### src/rtl/pipeline_pkg.sv
// Shared pipeline definitions: default payload width, bubble encodings and
// the packed payload struct carried by each inter-stage register.
package pipeline_pkg;

    localparam int unsigned DEFAULT_WIDTH = 32;

    // addi x0, x0, 0 -- the canonical RISC-V NOP
    localparam logic [31:0] NOP_INSTR = 32'h0000_0013;

    typedef enum logic [3:0] {
        ALU_ADD  = 4'd0,
        ALU_SUB  = 4'd1,
        ALU_AND  = 4'd2,
        ALU_OR   = 4'd3,
        ALU_XOR  = 4'd4,
        ALU_SLL  = 4'd5,
        ALU_SRL  = 4'd6,
        ALU_SRA  = 4'd7,
        ALU_SLT  = 4'd8,
        ALU_SLTU = 4'd9
    } alu_op_e;

    typedef struct packed {
        logic [31:0] pc;
        logic [31:0] instr;
    } if_id_t;

    typedef struct packed {
        logic [31:0] pc;
        logic [31:0] rs1_val;
        logic [31:0] rs2_val;
        logic [31:0] imm;
        logic [4:0]  rd;
        alu_op_e     alu_op;
        logic        mem_rd;
        logic        mem_wr;
        logic        reg_wr;
    } id_ex_t;

    typedef struct packed {
        logic [31:0] alu_res;
        logic [31:0] store_val;
        logic [4:0]  rd;
        logic        mem_rd;
        logic        mem_wr;
        logic        reg_wr;
    } ex_mem_t;

    typedef struct packed {
        logic [31:0] wb_val;
        logic [4:0]  rd;
        logic        reg_wr;
    } mem_wb_t;

    // Bubble payloads: the IF/ID bubble carries a real NOP so decode sees a
    // harmless instruction; later stages only need their write enables low.
    localparam if_id_t  IF_ID_FLUSH  = '{pc: '0, instr: NOP_INSTR};
    localparam id_ex_t  ID_EX_FLUSH  = '0;
    localparam ex_mem_t EX_MEM_FLUSH = '0;
    localparam mem_wb_t MEM_WB_FLUSH = '0;

endpackage

### src/rtl/pipeline_reg_if.sv
// Handshake/payload bundle between an upstream stage and a pipeline register.
interface pipeline_reg_if #(
    parameter int unsigned WIDTH = 32
);
    logic             flush_i;
    logic             stall_i;
    logic             valid_i;
    logic [WIDTH-1:0] data_i;
    logic             valid_o;
    logic [WIDTH-1:0] data_o;

    // Hazard/upstream side: drives controls and payload, sees the register.
    modport master (
        output flush_i, stall_i, valid_i, data_i,
        input  valid_o, data_o
    );

    // Register side.
    modport slave (
        input  flush_i, stall_i, valid_i, data_i,
        output valid_o, data_o
    );
endinterface

### src/rtl/pipeline_reg.sv
// Pipeline stage register with stall (hold) and flush (bubble insert).
// Priority per edge: reset, flush, stall, load.
module pipeline_reg
    import pipeline_pkg::*;
#(
    parameter int unsigned      WIDTH       = DEFAULT_WIDTH,
    parameter logic [WIDTH-1:0] RESET_VALUE = '0,
    parameter logic [WIDTH-1:0] FLUSH_VALUE = '0
) (
    input  logic             clk,
    input  logic             rst,
    pipeline_reg_if.slave    bus
);

    // Payload and valid flops; stall simply leaves them untouched.
    always_ff @(posedge clk) begin
        if (rst) begin
            bus.data_o  <= RESET_VALUE;
            bus.valid_o <= 1'b0;
        end else if (bus.flush_i) begin
            bus.data_o  <= FLUSH_VALUE;
            bus.valid_o <= 1'b0;
        end else if (!bus.stall_i) begin
            bus.data_o  <= bus.data_i;
            bus.valid_o <= bus.valid_i;
        end
    end

endmodule

### src/flat_wrapper.sv
// flat-port wrapper written by rule: the top's interface ports become plain ports
module pipeline_reg_flat import pipeline_pkg::*;
#(
    parameter int unsigned      WIDTH       = DEFAULT_WIDTH,
    parameter logic [WIDTH-1:0] RESET_VALUE = '0,
    parameter logic [WIDTH-1:0] FLUSH_VALUE = '0
)
  (clk, rst, bus_flush_i, bus_stall_i, bus_valid_i, bus_data_i, bus_valid_o, bus_data_o);
  pipeline_reg_if #(.WIDTH(WIDTH)) bus_i ();
  input  logic clk;
  input  logic rst;
  input wire logic [$bits(bus_i.flush_i)-1:0] bus_flush_i;
  input wire logic [$bits(bus_i.stall_i)-1:0] bus_stall_i;
  input wire logic [$bits(bus_i.valid_i)-1:0] bus_valid_i;
  input wire logic [$bits(bus_i.data_i)-1:0] bus_data_i;
  output wire logic [$bits(bus_i.valid_o)-1:0] bus_valid_o;
  output wire logic [$bits(bus_i.data_o)-1:0] bus_data_o;
  assign bus_i.flush_i = bus_flush_i;
  assign bus_i.stall_i = bus_stall_i;
  assign bus_i.valid_i = bus_valid_i;
  assign bus_i.data_i = bus_data_i;
  assign bus_valid_o = bus_i.valid_o;
  assign bus_data_o = bus_i.data_o;
  pipeline_reg #(.WIDTH(WIDTH), .RESET_VALUE(RESET_VALUE), .FLUSH_VALUE(FLUSH_VALUE)) u_core (.clk(clk), .rst(rst), .bus(bus_i));
endmodule
### config.mk
export PLATFORM = sky130hd
export DESIGN_NAME = pipeline_reg_flat
export DESIGN_NICKNAME = d
export VERILOG_FILES = /design/src/rtl/pipeline_pkg.sv /design/src/rtl/pipeline_reg_if.sv /design/src/rtl/pipeline_reg.sv /design/src/flat_wrapper.sv
export SDC_FILE = /design/constraint.sdc
export NUM_CORES = 1
export LEC_CHECK = 0
export ABC_AREA = 1
export CORE_MARGIN = 1.5
export CORE_UTILIZATION = 35
export CTS_CLUSTER_DIAMETER = 60
export CTS_CLUSTER_SIZE = 28
export DETAILED_ROUTE_END_ITERATION = 8
export HOLD_SLACK_MARGIN = 0.15
export PLACE_DENSITY = 0.75
export SYNTH_ARGS = -nofsm -noshare
export SYNTH_HDL_FRONTEND = slang
export SYNTH_SLANG_ARGS = --single-unit
export TNS_END_PERCENT = 1
### constraint.sdc
create_clock -name clk -period 0.8 [get_ports clk]
set_input_delay 0.16 -clock clk [delete_from_list [all_inputs] [get_ports clk]]
set_output_delay 0.16 -clock clk [all_outputs]
set_load 0.02 [all_outputs]
; ---- After elaboration in Yosys (flattened, before gate mapping)
; Index checks and enable logic that the tools add are counted.
[op_classes]
bitwise_logic = 0
n_lt_le_gt_ge = 0
mux = 0
n_mul = 0
div_mod_pow = 0
addsub = 0
shifts = 0
eq_ne = 0
reduce_logical = 1
[op_table]
columns = cell, n
row1 = OR reduction 2 bit, 1
[word_totals]
output_inout_bits = 33
latchBits = 0
ff_bits = 33
word_cells = 3
n_memories = 0
mem_bits_ro = 0
ramBits = 0
inputBits = 37

; ---- Depth between registers and ports, before layout
; Gate-level depths: netlist of the first run.
[logic_depth]
ltp_word = 1
ltp_mapped = 5
depth_no_buf = 4

; ---- Worst setup path after synthesis of the first run
; Ideal clock, no wire load.
[synth_path]
path_kind = register to register
startpoint = reg, netlist name u_core.bus.data_o[30]
endpoint = reg u_core.bus.data_o[30]
required_ns = 0.736
n_path_buf = 0
arrival_ns = 0.626
stages_incl_launch_ff = 5
setup_time_ns = 0.064
period_less_slack_ns = 0.689
path_slack_ns = 0.111
path_cell_list = dfxtp_1 -> inv_1 -> nand2_1 -> nand2_1 -> nor2_1
[synth_rtl]
columns = item, line
row1 = end signal: assignment, pipeline_reg.sv:24  ; bus.data_o <= bus.data_i;
row2 = end: declaration, pipeline_reg_if.sv:21  ; output valid_o, data_o

; ---- Final worst setup path of the first run
[layout_path]
startpoint = reg u_core.bus.data_o[20]
endpoint = out bus_data_o[20]
[layout_rtl]
columns = item, line
row1 = end: declaration, flat_wrapper.sv:17  ; output wire logic [$bits(bus_i.data_o)-1:0] bus_data_o;
; No word-level cell between the ends.

==> impl_metrics.toml, run 1 <==
[clock_tree]
cts_buffer_depth = 2
cts_buffers = 5
insertion_delay_ns = 0.27
cts_tree = "built"
htree_levels = 2
clk_pin_slew_worst_paths_ns = 0.07
cts_root_buffer = "clkbuf_8"
clkSinkCount = 33
ctsHoldBuffers = 0

[synthesis]
ys_warn_count = 0
synth_cell_types = 8
synth_top_area_cell = "dfxtp_1"
yosys.area.top_type_share_pct = 48.0
syn_nets = 246
synthCells = 209
avgSynthCellArea_um2 = 6.59
synth_area_leaders = "dfxtp_1 48%, nand2_1 18%, nor2_1 18%"
synthesis.area_mm2 = 0.00138
ys_seq_area_share_pct = 48.0
synth_seq_cells = 33

[placed_design]
io_buffers = 69
dp_slack_ns = -0.383
gp_congestion = 0.712
dp_hpwl_um = 2080

[cells_and_area]
diodes = 0
drive_above_1_share_pct = 29.3
nets = 319
finish.utilization_pct = 62.5
syn_to_final_growth_pct = 68.6
fillCellCount = 344

[power_and_ir_drop]
leakage_nw = 1.10
powerDensity_mw_per_mm2 = 1650
finalPower_mw = 3.84
ir_drop_uv = 1170

[sta]
drv_slew = 0
slew_headroom_pct = 90.2
finalSetupViolCount = 33
setup-tns-final_ns = -2.80
whs_ns = 0.353
min_period_over_period_pct = 112
setup_slack_ns = -0.0967
period_needed_ns = 0.897
rsz0062_at_grt = "true"
fmax_mhz = 1120
clock_skew_ns = 0
hold_violations = 0
tightest_slew_ns = 0.146

[worst_setup_path]
path_cells = "buf_6"
r2r-end = "u_core.bus.data_o[10]"
endpoint_kind = "output pin"
critical_path_buf_inv_count = 1
cp_slowest_cell = "dfxtp_2"
startpoint_type = "flip-flop"
crit_arrival_ns = 0.74
r2r_cells = 5
worstReg2RegStart = "u_core.bus.data_o[10]"
rrSetupSlack_ns = 0.09
critPathMaxStageDelay_ns = 0.34
cp.required_ns = 0.64
critPathTopFamily = "flip-flops"
path_class = "reg2out"
worstPathMaxFanout = 2
path_depth = 1

[floorplan]
start_util_pct = 37.0
coreArea_mm2 = 0.00372
die_w_um = 65.7
die_y_um = 65.7
die_area_mm2 = 0.00432
io_pins = 70
rows = 22

[hold_path]
whs_path_depth = 4
hold_class = "in2reg"
worstHoldEndpoint = "u_core.bus.data_o[29]"
hp-start = "bus_stall_i"

[global_route]
gr-usage-all-layers_pct = 15.3
grt_pass1_wl_um = 4970
grt_pass1_vias = 1231
grt-ovfl-total = 0
antenna_found_initial = 0
grt_max_degree = 32

[drt]
vias_per_cell = 4.06
wl_per_cell_um = 8.79
drc = 0
ant_nets = 0
drtIter0Drc = 59
vias = 1344
wl_um = 2910
first_pass_iters = 4

[run_status]
status = "complete, but fails checks"
violations = "setup timing"

[job]
max_cap_viol_count = 0
## sequential cells by signal, indices dropped and copies added (netlist names)
register,count
u_core.bus.data_o,32
u_core.bus.valid_o,1
## metal layers
metal  part of all wire [%]  wire length (um)  track usage, %  vias to the layer above
met5                      0                 0               0                        -
met4                    1.2                34            4.69                        0
met3                    8.3               242            7.71                        5
met2                     48              1390            25.9                       42
met1                     43              1240            16.7                      565
li1                       -                 -               -                      732
## cell usage after synthesis
| library cell | n |
|---|---|
| inv_1 | 33 |
| nor2_1 | 66 |
| nand2_1 | 66 |
| buf_4 | 4 |
| nor2_4 | 1 |
| buf_2 | 2 |
| dfxtp_1 | 33 |
| buf_6 | 4 |
## power breakdown
part	leakage, nW	internal, mW	switching, mW
Sequential	0.284	1.73	0.0492
Combinational	0.767	0.403	0.308
Clock	0.0542	0.777	0.573
## placed cells by master, fill, tap and decap left out
| cell | Yosys | layout |
|---|---|---|
| clkbuf_8 | 0 | 7 |
| dfxtp_2 | 0 | 33 |
| clkdlybuf4s50_1 | 0 | 33 |
| nand2_1 | 66 | 66 |
| buf_6 | 4 | 33 |
| clkinv_2 | 0 | 1 |
| buf_4 | 4 | 3 |
| nor2_4 | 1 | 1 |
| nor2_1 | 66 | 66 |
| dlygate4sd2_1 | 0 | 2 |
| buf_12 | 0 | 4 |
| inv_1 | 33 | 33 |
| buf_2 | 2 | 1 |
## timing repair
| item | in CTS | in global routing |
|---|---|---|
| setup endpoints to repair | 66 | 33 |
| resized for setup | 233 | 0 |
| buffers inserted | 0 | 1 |
## layout make-up
cell class	instances	area (um2)	share of cell area, %
timing repair buffer	76	827	35.6
clock buffer	7	96.3	4.15
tap	48	60.1	2.59
inverter	33	124	5.34
clock inverter	1	5.00	0.216
sequential	33	702	30.2
multi-input combinational	133	507	21.8
## how the worst max path moves through the flow
stage                          start                     to  slack, ns
2_1_floorplan  u_core.bus.data_o[30]  u_core.bus.data_o[30]       0.11
3_3_place_gp                     rst   u_core.bus.data_o[0]      -0.36
3_5_place_dp                     rst   u_core.bus.data_o[9]      -0.38
4_1_cts        u_core.bus.data_o[10]         bus_data_o[10]      -0.10
5_1_grt        u_core.bus.data_o[22]         bus_data_o[22]      -0.14
6_report       u_core.bus.data_o[20]         bus_data_o[20]       -0.1
## metrics by stage
| step | cell area (um2) | std cells |
|---|---|---|
| after floorplan | 1380 | 209 |
| after global placement | 2130 | 322 |
| after detailed placement | 2130 | 322 |
| after CTS | 2310 | 330 |
| after global routing | 2320 | 331 |
| final | 2320 | 331 |
## cell families (layout without fill, tap and decap cells)
family | Yosys count | in the layout | synth area share, %
flip-flops | 33 | 33 | 48.0
buffers and inverters | 43 | 117 | 15.2
AND/OR/NAND/NOR | 133 | 133 | 36.8
No activity file was read; power rests on OpenSTA's default activity.
==> run 2: changes to the inputs <==
--- a/config.mk
+++ b/config.mk
@@ -6,7 +6,7 @@
 export NUM_CORES = 1
 export LEC_CHECK = 0
 export ABC_AREA = 1
-export CORE_MARGIN = 1.5
+export CORE_MARGIN = 2
 export CORE_UTILIZATION = 35
 export CTS_CLUSTER_DIAMETER = 60
 export CTS_CLUSTER_SIZE = 28
==> impl_metrics.toml, run 2 (synthesis results as in run 1) <==
[power_and_ir_drop]
p_switching_mw = 0.889
power.share.clock_pct = 31.8
powerDensity_mw_per_mm2 = 1600
comb_power_share_pct = 19.0
ir_drop_uv = 794
p_seq_share_pct = 49.2
swShare_pct = 24.6
leakage_nw = 1.07
power.internal_mw = 2.73

[cells_and_area]
layout_top_registers = "u_core.bus.data_o (32), u_core.bus.valid_o (1)"
final_cell_mix = "66 x nor2_1, 66 x nand2_1"
top_register = "u_core.bus.data_o"
largest_register_ff_count = 32
syn_to_final_growth_pct = 64.0
drive_above_1_share_pct = 27.2
diodes = 0
finish.utilization_pct = 60.7
nets = 315
stdcell_count = 327

[drt]
vias_per_cell = 3.99
drc = 0
ant_nets = 0
wl_um = 2920
first_pass_iters = 4
vias = 1306
wl_per_cell_um = 8.92
drtIter0Drc = 80

[hold_path]
worstHoldEndpoint = "u_core.bus.data_o[29]"
hp-start = "bus_stall_i"
hold_class = "in2reg"
whs_path_depth = 4

[global_route]
antenna_found_initial = 0
grt_max_degree = 34
grt-ovfl-total = 0
grt_use_met3_pct = 4.73
grt_pass1_vias = 1091
gr-usage-all-layers_pct = 13.9
grt_pass1_wl_um = 4640
grt_util_met1_pct = 17.4
grt-busiest-layer = "met2"
grt_use_met2_pct = 20.9

[sta]
drv_slew = 0
rsz0062_at_grt = "true"
min_period_over_period_pct = 112
setup_slack_ns = -0.0975
slew_headroom_pct = 90.5
hold_violations = 0
period_needed_ns = 0.898
tightest_slew_ns = 0.142
finalSetupViolCount = 33
clock_skew_ns = 0
fmax_mhz = 1110
whs_ns = 0.358

[clock_tree]
clkSinkCount = 33
cts_buffers = 5
insertion_delay_ns = 0.28
ctsHoldBuffers = 0
cts_root_buffer = "clkbuf_8"
cts_tree = "built"
cts_buffer_depth = 2
htree_levels = 2
clk_pin_slew_worst_paths_ns = 0.06
post_cts_buffers = 0

[floorplan]
die_y_um = 66.7
coreArea_mm2 = 0.00372
io_pins = 70
die_area_mm2 = 0.00445
start_util_pct = 37.0
rows = 22
die_w_um = 66.7

[placed_design]
dp_hpwl_um = 1990
place_inst = 319
gp_congestion = 0.693
io_buffers = 69

[worst_setup_path]
cp_slowest_cell = "dfxtp_2"
r2r_cells = 4
critPathMaxStageDelay_ns = 0.34
critPathTopFamily = "flip-flops"
path_cells = "buf_6"
cp.required_ns = 0.64
crit_arrival_ns = 0.74
rrSetupSlack_ns = 0.18
r2r-end = "u_core.bus.data_o[20]"
endpoint_kind = "output pin"
critical_path_buf_inv_count = 1
path_class = "reg2out"
startpoint_type = "flip-flop"
worstPathMaxFanout = 2
worstReg2RegStart = "u_core.bus.data_o[20]"

[job]
max_cap_viol_count = 0

[run_status]
violations = "setup timing"
status = "complete, but fails checks"
## run 2: worst max-delay path by stage
stage	start	endpoint	depth (start not counted)
floorplan	u_core.bus.data_o[30]	u_core.bus.data_o[30]	4
global placement	rst	u_core.bus.data_o[15]	5
detailed placement	rst	u_core.bus.data_o[17]	5
CTS	u_core.bus.data_o[22]	bus_data_o[22]	1
global route	u_core.bus.data_o[22]	bus_data_o[22]	1
finish	u_core.bus.data_o[22]	bus_data_o[22]	1
## run 2: layout make-up
type                       instances  area (um2)
fill                             341        1460
timing repair buffer              72         785
sequential                        33         702
multi-input combinational        133         507
inverter                          33         124
clock buffer                       8        80.1
tap                               48        60.1
## run 2: through the flow
stage | area, um2 | setup TNS [ns] | power [mW] | worst slack [ns]
2_1_floorplan | 1380 | 0 | 2.12 | 0.111
3_3_place_gp | 2100 | -19.99 | 2.46 | -0.342
3_5_place_dp | 2100 | -20.73 | 2.47 | -0.377
4_1_cts | 2260 | -3.16 | 3.68 | -0.109
5_1_grt | 2260 | -3.58 | 3.80 | -0.125
6_report | 2260 | -2.73 | 3.62 | -0.0975
## run 2: repair_timing
action                                 in CTS  in global routing
resized for setup                         233                  0
pin swaps                                   0                  0
endpoints found under the hold margin       0                  0
setup endpoints to repair                  66                 33
## run 2: worst min-delay path, stage by stage
cell	delay [ns]
buf_2	0.13
buf_12	0.17
nor2_1	0.09
nor2_1	0.05
## run 2: power groups by stage
stage / clock, mW / combinational [mW] / sequential, mW
6_report: 1.15 / 0.687 / 1.78
4_1_cts: 1.20 / 0.694 / 1.78
3_5_place_dp: 0 / 0.680 / 1.79
2_1_floorplan: 0 / 0.246 / 1.87
5_1_grt: 1.26 / 0.759 / 1.79
3_3_place_gp: 0 / 0.677 / 1.79
## run 2: layer usage
layer	up-vias	share of wire, %	wire length [um]
met4	0	1.6	48
met5	-	0	0
met1	526	43	1250
met2	50	46	1350
li1	725	-	-
met3	5	9.2	269
